File: config.mk
export PLATFORM = sky130hd
export DESIGN_NAME = btn_debounce_flat
export DESIGN_NICKNAME = d
export VERILOG_FILES = /design/src/rtl/btn_debounce_if.sv /design/src/rtl/btn_debounce.sv /design/src/flat_wrapper.sv
export SDC_FILE = /design/constraint.sdc
export NUM_CORES = 1
export LEC_CHECK = 0
export CAP_MARGIN = 20
export CORE_UTILIZATION = 40
export DETAILED_ROUTE_END_ITERATION = 12
export PLACE_DENSITY_LB_ADDON = 0.3
export SLEW_MARGIN = 20
export SYNTH_ARGS = -nofsm -noshare
export SYNTH_HDL_FRONTEND = slang
export SYNTH_SLANG_ARGS = --single-unit
File: constraint.sdc
create_clock -name i_clk_fpga -period 2.5 [get_ports i_clk_fpga]
set_input_delay 0.25 -clock i_clk_fpga [delete_from_list [all_inputs] [get_ports i_clk_fpga]]
set_output_delay 0.25 -clock i_clk_fpga [all_outputs]
set_load 0.01 [all_outputs]
File: src/rtl/btn_debounce_if.sv
// Button conditioner signal bundle: raw pad in, conditioned level/strobes out.
// The master drives the pad; the slave (the debouncer) drives the conditioned outputs.
interface btn_debounce_if;
  logic i_btn;
  logic o_level;
  logic o_press;
  logic o_release;
  logic o_toggle;

  modport master (
    output i_btn,
    input  o_level,
    input  o_press,
    input  o_release,
    input  o_toggle
  );

  modport slave (
    input  i_btn,
    output o_level,
    output o_press,
    output o_release,
    output o_toggle
  );
endinterface

File: src/rtl/btn_debounce.sv
// Push-button conditioner: 2-flop synchroniser, 4-state debounce FSM,
// registered level, one-cycle press/release strobes and a press-toggled level.
module btn_debounce #(
  parameter int DB_CYCLES     = 1_000_000,
  parameter bit IN_ACTIVE_LOW = 1'b1,
  parameter bit TOGGLE_INIT   = 1'b0
) (
  input  logic          i_clk_fpga,
  input  logic          reset,
  btn_debounce_if.slave btn
);

  localparam int              CNT_W    = (DB_CYCLES > 2) ? $clog2(DB_CYCLES) : 1;
  localparam logic [CNT_W-1:0] CNT_LAST = CNT_W'(DB_CYCLES - 1);

  typedef enum logic [1:0] {
    ST_REL,
    ST_ARM_P,
    ST_PRS,
    ST_ARM_R
  } state_e;

  state_e             state_q, state_d;
  logic [CNT_W-1:0]   cnt_q, cnt_d;
  logic               s1_q, s2_q;
  logic               level_q, level_d;
  logic               press_q, press_d;
  logic               release_q, release_d;
  logic               toggle_q, toggle_d;
  logic               pressed;

  // NOTE: non-blocking assignments let s2_q capture the old s1_q, forming a real two-stage chain.
  always_ff @(posedge i_clk_fpga) begin
    if (!reset) begin
      s1_q <= IN_ACTIVE_LOW;
      s2_q <= IN_ACTIVE_LOW;
    end else begin
      s1_q <= btn.i_btn;
      s2_q <= s1_q;
    end
  end

  assign pressed = s2_q ^ IN_ACTIVE_LOW;

  always_ff @(posedge i_clk_fpga) begin
    if (!reset) begin
      state_q   <= ST_REL;
      cnt_q     <= '0;
      level_q   <= 1'b0;
      press_q   <= 1'b0;
      release_q <= 1'b0;
      toggle_q  <= TOGGLE_INIT;
    end else begin
      state_q   <= state_d;
      cnt_q     <= cnt_d;
      level_q   <= level_d;
      press_q   <= press_d;
      release_q <= release_d;
      toggle_q  <= toggle_d;
    end
  end

  // NOTE: every signal written here gets a default first so no path can infer a latch.
  always_comb begin
    state_d   = state_q;
    cnt_d     = cnt_q;
    press_d   = 1'b0;
    release_d = 1'b0;
    toggle_d  = toggle_q;

    unique case (state_q)
      ST_REL: begin
        if (pressed) begin
          state_d = ST_ARM_P;
          cnt_d   = '0;
        end
      end
      ST_ARM_P: begin
        if (!pressed) begin
          state_d = ST_REL;
          cnt_d   = '0;
        end else if (cnt_q == CNT_LAST) begin
          state_d  = ST_PRS;
          cnt_d    = '0;
          press_d  = 1'b1;
          toggle_d = ~toggle_q;
        end else begin
          cnt_d = cnt_q + 1'b1;
        end
      end
      ST_PRS: begin
        if (!pressed) begin
          state_d = ST_ARM_R;
          cnt_d   = '0;
        end
      end
      ST_ARM_R: begin
        if (pressed) begin
          state_d = ST_PRS;
          cnt_d   = '0;
        end else if (cnt_q == CNT_LAST) begin
          state_d   = ST_REL;
          cnt_d     = '0;
          release_d = 1'b1;
        end else begin
          cnt_d = cnt_q + 1'b1;
        end
      end
      default: begin
        state_d = ST_REL;
        cnt_d   = '0;
      end
    endcase

    // Level follows the accepted side of the FSM, so it flips on the same edge as the strobe.
    level_d = (state_d == ST_PRS) || (state_d == ST_ARM_R);
  end

  assign btn.o_level   = level_q;
  assign btn.o_press   = press_q;
  assign btn.o_release = release_q;
  assign btn.o_toggle  = toggle_q;

endmodule

File: src/flat_wrapper.sv
// flat-port wrapper written by rule: the top's interface ports become plain ports
module btn_debounce_flat 
#(
  parameter int DB_CYCLES     = 1_000_000,
  parameter bit IN_ACTIVE_LOW = 1'b1,
  parameter bit TOGGLE_INIT   = 1'b0
)
  (i_clk_fpga, reset, btn_i_btn, btn_o_level, btn_o_press, btn_o_release, btn_o_toggle);
  btn_debounce_if btn_i ();
  input  logic i_clk_fpga;
  input  logic reset;
  input wire logic [$bits(btn_i.i_btn)-1:0] btn_i_btn;
  output wire logic [$bits(btn_i.o_level)-1:0] btn_o_level;
  output wire logic [$bits(btn_i.o_press)-1:0] btn_o_press;
  output wire logic [$bits(btn_i.o_release)-1:0] btn_o_release;
  output wire logic [$bits(btn_i.o_toggle)-1:0] btn_o_toggle;
  assign btn_i.i_btn = btn_i_btn;
  assign btn_o_level = btn_i.o_level;
  assign btn_o_press = btn_i.o_press;
  assign btn_o_release = btn_i.o_release;
  assign btn_o_toggle = btn_i.o_toggle;
  btn_debounce #(.DB_CYCLES(DB_CYCLES), .IN_ACTIVE_LOW(IN_ACTIVE_LOW), .TOGGLE_INIT(TOGGLE_INIT)) u_core (.i_clk_fpga(i_clk_fpga), .reset(reset), .btn(btn_i));
endmodule
== After elaboration in Yosys (flattened, before gate mapping) ==
Index checks and enable logic that the tools add are counted.
Storage, ports and cells
  input port bits: 3
  bits in writable memories: 0
  latch bits: 0
  register bits: 28
  output and inout bits: 4
  memories kept: 0
  memory bits (read-only): 0
Cells by class
  shift operators: 0
  magnitude comparators: 0
  bitwise gates (word level): 4
  add/subtract/negate cells: 1
  $mul: 0
  reductions and logical operators: 6
  div/mod/pow operators: 0
  multiplexer cells: 14
  equality and inequality tests: 8
Operators with widths (number)
  $mux 20: 5
  $pmux 20 s4: 1
  $add 20x1->20 const B: 1
  $eq 20x20->1 const B: 1
  $mux 2: 6
  $eq 2x2->1 const B: 4
  $pmux 2 s4: 1
  $reduce_and 3->1: 2
  $not 1->1: 4
  $reduce_or 3->1: 1
  $eq 2x1->1 const B: 1
  $logic_not 2->1: 1
  $ne 2x1->1 const B: 1
  $ne 2x2->1 const B: 1
  $reduce_and 2->1: 1
  $logic_or 1x1->1: 1
  $mux 1: 1

== Depth between registers and ports, before layout ==
  word-level depth: 6
  mapped depth: 6
  mapped depth without buffers: 5

== Worst setup path after synthesis ==
No wires, ideal clock.
  kind: reg2reg
  start point: reg u_core.cnt_q[0]
  end point: reg u_core.cnt_q[13]
  required time: 2.365 ns
  setup time: 0.135 ns
  stages on the path, launching flop included: 7
  arrival time: 1.608 ns
  slack: 0.757 ns
  path through: dfxtp_1 ha_1 and3_1 nand4_1 o211ai_2 buf_4 a22oi_1
On the way
  cells in the longest elaborated chain, start to end: 4
  elaborated cells on any way between the ends: 6
Ends and longest elaborated chain
  from (decl): RTL line btn_debounce.sv:24  | logic [CNT_W-1:0] cnt_q, cnt_d;
  from (signal assigned): RTL line btn_debounce.sv:55  | cnt_q <= cnt_d;
  $add 20x1->20 / $eq 20x20->1 (equally long branches)
  $mux 20 (*): RTL line btn_debounce.sv:82, btn_debounce.sv:101
  $mux 20, on equally long branches: RTL line btn_debounce.sv:98, btn_debounce.sv:79
  $pmux 20 s4 (*): RTL line btn_debounce.sv:71  | unique case (state_q)
Mark *: on every way between the ends. The rest lies on a longest branch, timed or not.
A chain may end at the register's enable or synchronous reset.

== Final worst setup path ==
  start point: reg u_core.cnt_q[0]
  end point: reg u_core.cnt_q[17]
The elaborated chain is that of the path after synthesis.

==> out/metrics.cfg <==
[worst_setup_path]
required_ns = 2.70
crit_type = register to register
start_kind = register
arrival_ns = 2.17
cp-end-kind = register
cp_max_fo = 17

[clock_tree]
cts_buffers = 3
post_cts_buffers = 0
clock-sinks = 28
root_buffer = clkbuf_4
post_cts_resized = 0
clockBufferDepth = 2
h-tree-depth = 1
cts_tree = yes
clk_latency_ns = 0.35
path_clk_slew_ns = 0.17
cts_hold_buf = 0

[sta]
hold-worst-slack_ns = 0.433
slew_viol_final = 0
rsz0062_at_grt = false
setup_viol_count_final = 0
post-route-period-util_pct = 78.9
finalCriticalPeriod_ns = 1.97
fin_worst_skew_ns = 0.0228
slew_headroom_pct = 59.0
hold_viol_final = 0
fin_setup_tns_ns = 0
max_freq_mhz = 507
tightest_slew_ns = 0.613

[floorplanning]
die_h_um = 59.8
die_area_um2 = 3570
core_area_um2 = 3100
rows = 20
die_x_um = 59.8
start_util_pct = 43.0
ios = 7

[synthesis]
synth-xor-area-share_pct = 3.84
netlist_instances = 147
yosys.area_share.adder_pct = 0.937
async_flop_share_pct = 0
yosysSeqAreaShare_pct = 42.0
yosys_most_used_dff = dfxtp_1
yosys_warnings = 0
syn_nets = 151
syn_area_um2 = 1340
yosys.area_share.simple_pct = 24.1
muxShareOfSynthArea_pct = 0.750
synth_top_family_by_area = simple AND/OR/NAND/NOR gates
synth.avg_cell_area_um2 = 9.08
synth_compound_area_share_pct = 23.5
synth_edf_count = 0
yosysUniqueCellTypes = 39
synth_seq_cells = 28

[global_route]
grt_max_degree = 18
antenna_found_initial = 0
grt_overflow_total = 0
grt_pass1_vias = 1104
track_usage_pct = 16.9
grt_pass1_wl_um = 4620

[final_layout]
syn_to_final_growth_pct = 12.2
n_antenna_cell = 0
final_cells = 199
fin_area_um2 = 1500
finalNetCount = 160
drive_gt1_share_pct = 8.39

[drt]
vias_per_cell = 5.86
wire_per_inst_um = 14.3
ant_nets = 0
drc = 0
vias = 1166
drt_iter0_markers = 63
wirelength_um = 2850
firstDrtPassIters = 4

[place]
dpl.hpwl_um = 1970
placedCellCount = 195
routabilityCongestion = 0.815
port_buffers = 6
postPlaceCellArea_um2 = 1450

[pwr]
ir_drop_mv = 0.295
p_per_area_nw_per_um2 = 520
p_leak_nw = 0.482

[flow_run]
maxCapViolCount = 0

[worst_hold_path]
hold_path.class = register to register

[run_status]
status = completed

-- flip-flops by register name (all words and copies together), names as in the netlist --
| signal | flops |
|---|---|
| u_core.state_q | 2 |
| u_core.cnt_q | 20 |
| u_core.s2_q | 1 |
| u_core.btn.o_release | 1 |
| u_core.s1_q | 1 |
| u_core.btn.o_level | 1 |
| u_core.btn.o_press | 1 |
| u_core.btn.o_toggle | 1 |
-- critical path: stages, from the launching register on --
cell      delay [ns]
dfxtp_1         0.42
ha_1            0.20
and3_1          0.27
nand4_1         0.31
o211ai_2        0.25
buf_4           0.25
a22oi_1         0.12
-- per-stage QoR --
step | power (mW) | worst slack [ns] | util [%]
5_1_grt | 0.805 | 0.391 | 48.3
6_report | 0.778 | 0.527 | 48.3
2_1_floorplan | 0.474 | 0.757 | -
3_5_place_dp | 0.483 | 0.578 | 46.6
3_3_place_gp | 0.483 | 0.705 | 46.6
4_1_cts | 0.786 | 0.561 | 48.3
-- power breakdown --
| group | switching (mW) | total (mW) | internal [mW] |
|---|---|---|---|
| Clock | 0.142 | 0.304 | 0.162 |
| Sequential | 0.00245 | 0.451 | 0.449 |
| Combinational | 0.0146 | 0.0228 | 0.00820 |
| Total | 0.159 | 0.778 | 0.619 |
-- worst paths after layout --
| path | from | to | slack [ns] | depth (start not counted) |
|---|---|---|---|---|
| setup / recovery | u_core.cnt_q[0] | u_core.cnt_q[17] | 0.53 | 6 |
| hold / removal | u_core.s1_q | u_core.s2_q | 0.43 | 1 |
| setup reg to reg | u_core.cnt_q[0] | u_core.cnt_q[17] | 0.53 | 6 |
| hold reg to reg | u_core.s1_q | u_core.s2_q | 0.43 | 1 |
-- cell usage in the layout (no fill, tap or decap), types with 2 or more instances in the layout --
cell type,count
and4_1,2
a22oi_1,11
nand2b_1,3
a21oi_1,7
or3_1,8
o31ai_1,5
nand2_1,11
and3_1,3
o2111ai_1,3
o211ai_1,3
nand3_1,3
o211ai_2,2
clkdlybuf4s50_1,6
o21ai_0,10
nor2_1,2
buf_4,4
inv_1,8
xnor2_1,2
clkbuf_4,3
dfxtp_1,28
xor2_1,2
nor4_1,2
nor3b_1,2
nand4_1,3
and2_1,4
or4_1,4
nor4bb_1,2
-- logic make-up after synthesis --
group	after synthesis
AO/OA/AOI/OAI	45
XOR/XNOR	5
adder cells (fa/ha/maj)	1
buffers and inverters	14
flip-flops	28
multiplexers	1
AND/OR/NAND/NOR	53
-- cells in the mapped netlist, types with 3 or more instances --
master     count  area (um2)
and3_1         3        18.8
a22oi_1       11        82.6
nand3_1        3        15.0
inv_1          8        30.0
nand2_1       11        41.3
a21oi_1        7        35.0
o21ai_0       10        50.1
and2_1         4        25.0
or4_1          4        30.0
or3_1          8        50.1
clkbuf_1       3        11.3
o2111ai_1      3        26.3
o211ai_1       3        22.5
o31ai_1        5        37.5
nand4_1        3        18.8
dfxtp_1       28         561
nand2b_1       3        18.8
-- layout make-up --
cell class	count	area (um2)
Fill cell	313	1610
Multi-Input combinational cell	105	709
Sequential cell	28	561
Timing Repair Buffer	10	90.1
Tap cell	44	55.1
Clock inverter	1	30.0
Inverter	8	30.0
Clock buffer	3	22.5
-- metal layers --
layer  share of wire [%]  wire [um]  GRT usage, %
met1                  44       1270          20.5
met2                  51       1460          29.5
met3                 3.5        101          4.11
met4                0.74         21          4.32
met5                   0          0             0
(Power assumes the default switching activity.)
